**src/rtl/fetch_sequencer.sv**
```systemverilog
// fetch_sequencer: PC/fetch control for a one-cycle-latency instruction memory; define FETCH_PERF_CNT_EN for transfer/stall counters
module fetch_sequencer #(
  parameter int ADDR_W = 10,
  parameter int DATA_W = 32,
  parameter logic [ADDR_W-1:0] RESET_PC = '0
) (
  input  logic              Clk,
  input  logic              Reset_n,
  input  logic              start,
  input  logic              stall,
  input  logic              redirect,
  input  logic [ADDR_W-1:0] redirect_addr,
  output logic [ADDR_W-1:0] mem_addr,
  input  logic [DATA_W-1:0] mem_data,
  output logic [DATA_W-1:0] instr,
  output logic [ADDR_W-1:0] instr_pc,
  output logic              instr_valid,
  output logic              busy,
  output logic              halted
`ifdef FETCH_PERF_CNT_EN
  ,
  output logic [15:0]       perf_instr,
  output logic [15:0]       perf_stall
`endif
);
  localparam logic [1:0] IDLE = 2'd0;
  localparam logic [1:0] RUN  = 2'd1;
  localparam logic [1:0] HALT = 2'd2;

  logic [1:0]        state_q, state_d;
  logic [ADDR_W-1:0] pc_fetch_q, pc_fetch_d, pend_pc_q, pend_pc_d;
  logic              pend_valid_q, pend_valid_d;
  logic              run, zero_word;

  // the word on mem_data belongs to pend_pc; a zero word means end of program
  always_comb begin
    run         = state_q == RUN;
    zero_word   = mem_data == '0;
    instr_valid = run & pend_valid_q & ~redirect & ~zero_word;
    instr       = mem_data;
    instr_pc    = pend_pc_q;
    busy        = run;
    halted      = state_q == HALT;
  end

  // fetch address and next state, priority redirect > halt > stall > advance
  always_comb begin
    state_d      = state_q;
    pc_fetch_d   = pc_fetch_q;
    pend_pc_d    = pend_pc_q;
    pend_valid_d = pend_valid_q;
    mem_addr     = RESET_PC;
    if (!run) begin
      if (start) begin
        state_d      = RUN;
        pend_pc_d    = RESET_PC;
        pend_valid_d = 1'b1;
        pc_fetch_d   = RESET_PC + 1'b1;
      end
    end else if (redirect) begin
      mem_addr     = redirect_addr;
      pend_pc_d    = redirect_addr;
      pend_valid_d = 1'b1;
      pc_fetch_d   = redirect_addr + 1'b1;
    end else if (pend_valid_q && zero_word) begin
      mem_addr     = pc_fetch_q;
      state_d      = HALT;
      pend_valid_d = 1'b0;
    end else if (stall && pend_valid_q) begin
      mem_addr = pend_pc_q;
    end else begin
      mem_addr     = pc_fetch_q;
      pend_pc_d    = pc_fetch_q;
      pend_valid_d = 1'b1;
      pc_fetch_d   = pc_fetch_q + 1'b1;
    end
  end

  // fetch state registers
  always_ff @(posedge Clk or negedge Reset_n) begin
    if (!Reset_n) begin
      state_q      <= IDLE;
      pc_fetch_q   <= RESET_PC;
      pend_pc_q    <= '0;
      pend_valid_q <= 1'b0;
    end else begin
      state_q      <= state_d;
      pc_fetch_q   <= pc_fetch_d;
      pend_pc_q    <= pend_pc_d;
      pend_valid_q <= pend_valid_d;
    end
  end

`ifdef FETCH_PERF_CNT_EN
  logic [15:0] perf_instr_q, perf_instr_d, perf_stall_q, perf_stall_d;
  logic        clr;

  // saturating counters, cleared whenever a start is accepted
  always_comb begin
    clr          = ~run & start;
    perf_instr_d = clr ? '0 : (instr_valid & ~stall & ~&perf_instr_q) ? perf_instr_q + 16'd1 : perf_instr_q;
    perf_stall_d = clr ? '0 : (instr_valid & stall & ~&perf_stall_q) ? perf_stall_q + 16'd1 : perf_stall_q;
    perf_instr   = perf_instr_q;
    perf_stall   = perf_stall_q;
  end

  // counter registers
  always_ff @(posedge Clk or negedge Reset_n) begin
    if (!Reset_n) begin
      perf_instr_q <= '0;
      perf_stall_q <= '0;
    end else begin
      perf_instr_q <= perf_instr_d;
      perf_stall_q <= perf_stall_d;
    end
  end
`endif
endmodule

```
**config.mk**
```make
export PLATFORM = sky130hd
export DESIGN_NAME = fetch_sequencer
export DESIGN_NICKNAME = d
export VERILOG_FILES = /design/src/rtl/fetch_sequencer.sv
export SDC_FILE = /design/constraint.sdc
export NUM_CORES = 1
export LEC_CHECK = 0
export CORE_MARGIN = 1
export CORE_UTILIZATION = 46
export CTS_BUF_LIST = sky130_fd_sc_hd__clkbuf_8
export DETAILED_ROUTE_END_ITERATION = 6
export PLACE_DENSITY_LB_ADDON = 0.08
export SYNTH_ARGS = -nofsm -noshare
export SYNTH_HDL_FRONTEND = slang
export SYNTH_SLANG_ARGS = --single-unit
```
**constraint.sdc**
```tcl
create_clock -name Clk -period 3.5 [get_ports Clk]
set_input_delay 0.525 -clock Clk [delete_from_list [all_inputs] [get_ports Clk]]
set_output_delay 0.525 -clock Clk [all_outputs]
set_load 0.01 [all_outputs]
```
* Yosys cells after proc, flatten, opt, wreduce, memory -nomap -nowiden
Cells that the tools add are included.
Word-level totals: bits in registers 23, input port bits 47, output and inout bits 55
Operators by class: $add $sub $neg 2, equality and inequality tests 7, mux-type cells 22, bitwise logic cells 5, reductions and logical operators 8
Operator list (count):
- 10-bit 2-to-1 mux | 13
- 32-bit zero test | 1
- 10-bit by 1-bit adder with 10-bit output (second input constant) | 2
- 2-bit 2-to-1 mux | 4
- 3-bit != test (second input constant) | 2
- 3-bit AND reduction | 2
- 1-bit 2-to-1 mux | 5
- 4-bit != test (second input constant) | 1
- 2-bit AND reduction | 2
- 1-bit AND | 3
- 2-bit by 1-bit equality test with 1-bit output (second input constant) | 1
- 2-bit equality test (second input constant) | 1
- 1-bit logical AND | 2
- 2-bit by 1-bit != test with 1-bit output (second input constant) | 1
- 2-bit != test (second input constant) | 1
- 1-bit NOT | 2
- 2-bit nonzero test | 1

* Logic depth before layout (Yosys ltp)
Gate-level depths: netlist of run 1.
depth in word-level cells 5, depth in mapped cells 12

* Worst setup path before layout of run 1
Ideal clock, no wire load.
path type input port to flip-flop, start in redirect, end reg pc_fetch_q[6], arrival time 2.462 ns, required time 3.358 ns, slack 0.896 ns, stages 12, path buffers 3, cell sequence buf_4 clkbuf_1 clkbuf_1 nand2_1 o21ai_0 ha_1 inv_1 a221oi_2 nand2_1 xnor2_1 a32oi_1 o221ai_1
On the way: cells in the longest elaborated chain, start to end 2
RTL lines:
- start, declared | line 11 | input logic redirect,
- 3-bit != test (no line) or 10-bit 2-to-1 mux (tied branches)
- 3-bit AND reduction (no line) or 10-bit 2-to-1 mux (tied branches)
- end signal, assigned | line 88 | pc_fetch_q <= pc_fetch_d;
- end, declared | line 31 | logic [ADDR_W-1:0] pc_fetch_q, pc_fetch_d, pend_pc_q, pend_pc_d;
Several ways; a longest one is shown, not always the timed one. A chain may end at the register's enable or synchronous reset.

* Worst setup path in the final report of run 1
start in mem_data[1], end out mem_addr[4]
On the way: cells in the longest elaborated chain, start to end 5
RTL lines:
- start, declared | line 14 | input logic [DATA_W-1:0] mem_data,
- 32-bit zero test | line 38 | zero_word = mem_data == '0;
- 1-bit logical AND | line 65 | end else if (pend_valid_q && zero_word) begin
- 10-bit 2-to-1 mux | line 65
- 10-bit 2-to-1 mux | line 60 | end else if (redirect) begin
- 10-bit 2-to-1 mux | line 53 | if (!run) begin
- end, declared | line 13 | output logic [ADDR_W-1:0] mem_addr,
No other way between the ends.

==> flow_metrics.tcl, run 1 <==
set metrics [dict create \
    status "complete, no violations" \
    skew_ns 0.00277 \
    worstPathRequired_ns 2.97 \
    core_um2 4410 \
    critPathKind "in -> out" \
    tns_ns 0 \
    drtAntennaViolNets 0 \
    syn2layout_area_growth_pct 41.7 \
    crit_chain "clkdlybuf4s50_1 > nor4_2 > nand4_1 > nor2_2 > and2_4 > mux2i_1 > o22ai_1 > clkdlybuf4s50_1" \
    route.detailed.drc 0 \
    swShare_pct 33.7 \
    syn_inst 256 \
    viasPerCell 5.83 \
    crit_family "buffers and inverters" \
    place.gp.congestion 0.956 \
    finalCriticalPeriod_ns 3.28 \
    power.share.sequential_pct 39.6 \
    max_freq_mhz 305 \
    fin_crit_sh_pct 93.7 \
    synth_area_um2 2130 \
    wl_per_cell_um 16.0 \
    io_pins 102 \
    postCtsSetupRepairBufs 0 \
    cp.arrival_ns 2.75 \
    peakVddDrop_v 0.000169 \
    antenna_found_initial 0 \
    synth_largest_area_cell "dfrtp_1" \
    grt_usage_pct 25.3 \
    placed_cells 372 \
    power_frac_clock_pct 19.2 \
    overflow 0 \
    htree_num_levels 1 \
    cts_sinks 23 \
    ys.flop_type "dfrtp_1" \
    die_x_um 70.1 \
    cts-root-buf "clkbuf_8" \
    die_h_um 70.1 \
    final_common_cell "clkdlybuf4s50_1" \
    syn_area_per_cell_um2 8.34 \
    crit_path_end_kind "output pin" \
    routed_wl_um 6030 \
    diodes 0 \
    cts_made_buffers 3 \
    intPower_mw 0.595 \
    post-dp-hpwl_um 4610 \
    syn_nets 304 \
    drive_above_1_share_pct 11.1 \
    hold_viol 0 \
    async_flop_share_pct 100 \
    detail_route.first_pass.iterations 6 \
    holdBufCountCts 0 \
    ys_top_cells_by_area "dfrtp_1 27%, buf_4 12%, mux2i_1 9.4%" \
    clkTransAtPathRegs_ns 0.09 \
    cts_resized 0 \
    finalSetupViolCount 0 \
    rsz0062_at_grt "no" \
    cts_tree "yes" \
    power_switching_mw 0.303 \
    grt_pass1_vias 1969 \
    maxSlewHeadroom_pct 23.9 \
    synth_top_area_share_pct 27.0 \
    hold_path.class "reg -> reg" \
    cp_slowest_cell "clkdlybuf4s50_1" \
    fin_area_um2 3030 \
    die_area_um2 4920 \
    slew_violations 0 \
    clkLatencyLatePin_ns 0.27 \
    grt_pass1_wl_um 9920 \
    critPathBufInv 2 \
    synth_edf_count 0 \
    place_area_um2 2960 \
    power_mw 0.897 \
    fin_cells 376 \
    p_per_area_nw_per_um2 297 \
    yosysWarnings 0 \
    power_leakage_nw 1.13 \
    startpoint_type "primary input" \
    combPwrFrac_pct 41.2 \
    clockBufferDepth 2 \
    vias 2192 \
    critPathMostFrequentCell "clkdlybuf4s50_1" \
    mostFrequentLayoutCells "101 x clkdlybuf4s50_1, 35 x nand2_1, 23 x dfrtp_1, 20 x mux2i_1, 12 x o22ai_1" \
    worstMarginPinSlew_ns 1.14 \
    start_util_pct 48.4 \
    synth_cell_types 45 \
    portBuffers 101 \
    fill_cells 377 \
    final_nets 373 \
    worstPathMaxFanout 10 \
    ys_ff_latch 23 \
    num_rows 24 \
    cpPeakStageDelay_ns 0.50 \
    ys_seq_area_share_pct 27.0 \
    drt_iter0_drc 236 \
    cap_violations 0 \
    grt_max_degree 24 \
]
## cell families (layout without fill, tap and decap cells)
group | Yosys count | in the layout | share of synthesized area [%]
XOR/XNOR | 6 | 6 | 2.46
buffers and inverters | 51 | 119 | 15.8
multiplexers | 30 | 30 | 14.7
AND/OR/NAND/NOR | 84 | 84 | 20.1
adder cells (fa/ha/maj) | 1 | 1 | 0.586
flip-flops | 23 | 23 | 27.0
AO/OA/AOI/OAI | 61 | 61 | 19.4
## area by class of cell
class                      instances  area (um^2)  area share, %
clock buffer                       3         41.3           1.36
tap                               52         65.1           2.15
inverter                           6         22.5          0.744
clock inverter                     1         5.00          0.165
multi-input combinational        182         1240           41.1
sequential                        23          576           19.0
timing repair buffer             109         1070           35.4
## through the flow
step	worst slack [ns]	hold WS, ns	utilization (%)
after global placement	0.150	0.486	67.1
after detailed placement	0.152	0.493	67.1
final	0.222	0.513	68.5
after floorplan	0.896	0.229	-
after global routing	0.0217	0.532	68.5
after CTS	0.151	0.512	68.1
## cells in the mapped netlist, types with 2 or more instances
| cell type | instances |
|---|---|
| nand2_1 | 35 |
| buf_4 | 33 |
| dfrtp_1 | 23 |
| mux2i_1 | 20 |
| o22ai_1 | 12 |
| mux2_2 | 10 |
| nor4_1 | 10 |
| o21ai_0 | 10 |
| a21oi_1 | 9 |
| nand3_1 | 9 |
| o31ai_1 | 9 |
| nor2_1 | 8 |
| nand2b_1 | 7 |
| clkbuf_1 | 6 |
| inv_1 | 6 |
| buf_2 | 4 |
| nand4_1 | 4 |
| xnor2_1 | 4 |
| o21ai_1 | 3 |
| a22oi_1 | 2 |
| a31oi_1 | 2 |
| a32oi_1 | 2 |
| nand4b_1 | 2 |
| nor3_1 | 2 |
| o211ai_1 | 2 |
| o21a_1 | 2 |
| xor2_1 | 2 |
## sequential cells by signal, summed over array words and instances, names as in the netlist
name and count:
pend_valid_q 1, pc_fetch_q 10, instr_pc 10, state_q 2
## power groups by stage
stage,combinational [mW],clock (mW),sequential [mW]
3_5_place_dp,0.367,0,0.358
6_report,0.370,0.173,0.355
3_3_place_gp,0.362,0,0.355
2_1_floorplan,0.194,0,0.347
5_1_grt,0.400,0.187,0.360
4_1_cts,0.368,0.178,0.352
## worst reg2reg max path: stages, from the launching register on
cell and delay, ns:
dfrtp_1 0.49, inv_1 0.06, o21ai_0 0.24, ha_1 0.34, inv_1 0.09, a221oi_2 0.30
nand2_1 0.11, xnor2_1 0.13, a32oi_1 0.20, o221ai_1 0.15
## final timing paths
| kind | startpoint | to | slack (ns) | cells past startpoint |
|---|---|---|---|---|
| setup reg to reg | pc_fetch_q[0]$_DFFE_PN0P_ | pc_fetch_q[6]$_DFFE_PN0P_ | 1.23 | 9 |
| min in group asynchronous | Reset_n | instr_pc[2]$_DFFE_PN0P_ | 0.86 | 1 |
| hold reg to reg | instr_pc[8]$_DFFE_PN0P_ | instr_pc[8]$_DFFE_PN0P_ | 0.51 | 2 |
| setup / recovery | mem_data[1] | mem_addr[4] | 0.22 | 8 |
| hold / removal | instr_pc[8]$_DFFE_PN0P_ | instr_pc[8]$_DFFE_PN0P_ | 0.51 | 2 |
| max in group asynchronous | Reset_n | pc_fetch_q[3]$_DFFE_PN0P_ | 1.97 | 1 |
## per-layer routing
layer | routed length [um] | global-route usage, % | share of wire, %
met1 | 2640 | 36.5 | 44
met2 | 2820 | 39.6 | 47
met3 | 546 | 4.33 | 9.1
met4 | 34 | 5.78 | 0.56
met5 | 0 | 0 | 0
(Power assumes the default switching activity.)
==> run 2, diff against run 1 <==
- ABC_AREA: unset -> 1
- CTS_CLUSTER_SIZE: unset -> 8
==> flow_metrics.tcl, run 2 <==
set metrics [dict create \
    status "complete, no violations" \
    critPathMostFrequentCell "nand2_1" \
    antenna_found_initial 0 \
    p_per_area_nw_per_um2 311 \
    crit_chain "clkdlybuf4s50_1 > nor2_1 > nand2_1 > nor2_1 > nand2_1 > nor2_4 > nand2_1 > buf_4 > nand2_1 > nand2_1 > a21oi_1 > clkdlybuf4s50_1" \
    worstPathRequired_ns 2.97 \
    drtAntennaViolNets 0 \
    syn2layout_area_growth_pct 38.4 \
    critPathBufInv 3 \
    clkTransAtPathRegs_ns 0.09 \
    power_leakage_nw 1.37 \
    slew_violations 0 \
    crit_family "buffers and inverters" \
    synth_area_um2 2150 \
    grt_usage_pct 24.5 \
    cts_sinks 23 \
    synth_cell_types 28 \
    cp.arrival_ns 2.68 \
    rr_worst_depth 5 \
    route.detailed.drc 0 \
    syn_area_per_cell_um2 6.32 \
    vias 2313 \
    grt_max_degree 34 \
    portBuffers 101 \
    synthTopCellsByCount "112 x nand2_1, 72 x nor2_1, 35 x buf_4" \
    tns_ns 0 \
    worst-path-stages 12 \
    final_common_cell "nand2_1" \
    critPathKind "in -> out" \
    io_pins 102 \
    viasPerCell 5.07 \
    cts_made_buffers 3 \
    cts_resized 0 \
    fin_area_um2 2980 \
    startpoint_type "primary input" \
    maxSlewHeadroom_pct 30.0 \
    yosysMostFrequentCell "nand2_1" \
    cpPeakStageDelay_ns 0.56 \
    place_area_um2 2930 \
    peakVddDrop_v 0.000238 \
    start_util_pct 48.7 \
    cts_tree "yes" \
    gr-usage-met2_pct 41.9 \
    cap_violations 0 \
    crit_path_end_kind "output pin" \
    hold_path.class "reg -> reg" \
    ys_seq_area_share_pct 26.8 \
    routed_wl_um 5790 \
    core_um2 4410 \
    worstPathMaxFanout 20 \
    grt_pass1_wl_um 9830 \
    die_x_um 70.4 \
    async_flop_share_pct 100 \
    crit_start "mem_data[20]" \
    cts-root-buf "clkbuf_8" \
    postCtsSetupRepairBufs 0 \
    ys.flop_type "dfrtp_1" \
    ys_top_cells_by_area "dfrtp_1 27%, nand2_1 20%, nor2_1 13%" \
    cp-endpoint "mem_addr[2]" \
    cp_slowest_cell "clkdlybuf4s50_1" \
    grt_pass1_vias 2085 \
    clkLatencyLatePin_ns 0.27 \
    max_freq_mhz 312 \
    overflow 0 \
    mostFrequentLayoutCells "112 x nand2_1, 101 x clkdlybuf4s50_1, 72 x nor2_1, 24 x o21ai_0, 23 x dfrtp_1" \
    synth_edf_count 0 \
    synth_largest_area_cell "dfrtp_1" \
    finalCriticalPeriod_ns 3.21 \
    post-dp-hpwl_um 4490 \
    clockBufferDepth 2 \
    hold_viol 0 \
    reg2reg_from "state_q[1]$_DFFE_PN0P_" \
    rsz0062_at_grt "no" \
    drt_iter0_drc 202 \
    syn_nets 388 \
    die_area_um2 4950 \
    wl_per_cell_um 12.7 \
    die_h_um 70.4 \
    fin_crit_sh_pct 91.6 \
    synth_top_area_share_pct 26.8 \
    syn_inst 340 \
    finalSetupViolCount 0 \
    r2r-end "instr_pc[0]$_DFFE_PN0P_" \
    detail_route.first_pass.iterations 5 \
    busiest_layer "met2" \
    final_nets 453 \
    regToRegSetupSlack_ns 1.56 \
    holdBufCountCts 0 \
    grt_util_met3_pct 4.18 \
    worstMarginPinSlew_ns 1.05 \
    yosysWarnings 0 \
    diodes 0 \
    place.gp.congestion 0.875 \
    htree_num_levels 1 \
    num_rows 24 \
    drive_above_1_share_pct 6.19 \
    ys_ff_latch 23 \
    grt_use_met1_pct 33.5 \
    skew_ns 0.00230 \
]
[run 2: cell types whose count changed in the layout (fill, tap and decap cells not counted), moves of 6 or more]
cell	before	now
o22ai_1	12	0
nor2_1	8	72
o31ai_1	8	0
mux2i_1	20	0
inv_1	6	12
o21ai_0	10	24
nand2b_1	7	0
nand2_1	35	112
nor4_1	7	0
[run 2: worst reg2reg max path: stages (launching register included)]
cell and delay (ns):
dfrtp_1 0.41, nor2_4 0.36, nand2_2 0.14, nand3b_4 0.24, nand2_1 0.48, o21ai_0 0.17
[run 2: metrics by stage]
stage | utilization, % | hold WS [ns] | setup slack (ns) | total power, mW | instances
after global placement | 66.4 | 0.492 | 0.341 | 0.746 | 452
after global routing | 67.4 | 0.547 | 0.0929 | 0.988 | 456
after floorplan | - | 0.229 | 1.38 | 0.571 | 340
after detailed placement | 66.4 | 0.496 | 0.299 | 0.757 | 452
after CTS | 67.4 | 0.517 | 0.298 | 0.926 | 456
final | 67.4 | 0.514 | 0.293 | 0.925 | 456
[run 2: cell type report]
type	instances	area [um^2]
clock buffers	3	41.3
clock inverters	1	3.75
fillers	409	1440
inverters	12	45.0
multi-input cells	261	1210
flip-flops and latches	23	576
well taps	52	65.1
repair buffers	104	1030
[run 2: report_power, final]
part / switching, mW / internal (mW) / total, mW
logic: 0.192 / 0.222 / 0.414
clock network: 0.0919 / 0.0786 / 0.170
registers: 0.0383 / 0.302 / 0.341
[run 2: cells by family (layout without fill, tap and decap cells)]
kind of cell	Yosys count	after routing	share of synthesized area [%]
simple gates	204	204	39.5
buf+inv	56	120	16.9
compound gates	47	47	11.8
flops	23	23	26.8
mux	7	7	3.67
xor+xnor	2	2	0.815
fa+ha+maj	1	1	0.582
[run 2: metal layers]
layer | wire (um) | vias to the layer above | share of wire [%]
met2 | 2750 | 104 | 48
met1 | 2490 | 1029 | 43
met5 | 0 | - | 0
li1 | - | 1178 | -
met3 | 530 | 2 | 9.2
met4 | 17 | 0 | 0.29
[run 2: worst min-delay path by stage]
stage	end	startpoint	slack [ns]	cells after the start
after floorplan	instr_pc[0]$_DFFE_PN0P_	Reset_n	0.23	0
after global placement	instr_pc[5]$_DFFE_PN0P_	instr_pc[5]$_DFFE_PN0P_	0.49	2
after detailed placement	instr_pc[9]$_DFFE_PN0P_	instr_pc[9]$_DFFE_PN0P_	0.50	2
after CTS	instr_pc[9]$_DFFE_PN0P_	instr_pc[9]$_DFFE_PN0P_	0.52	2
after global routing	instr_pc[3]$_DFFE_PN0P_	instr_pc[3]$_DFFE_PN0P_	0.55	2
final	instr_pc[9]$_DFFE_PN0P_	instr_pc[9]$_DFFE_PN0P_	0.51	2
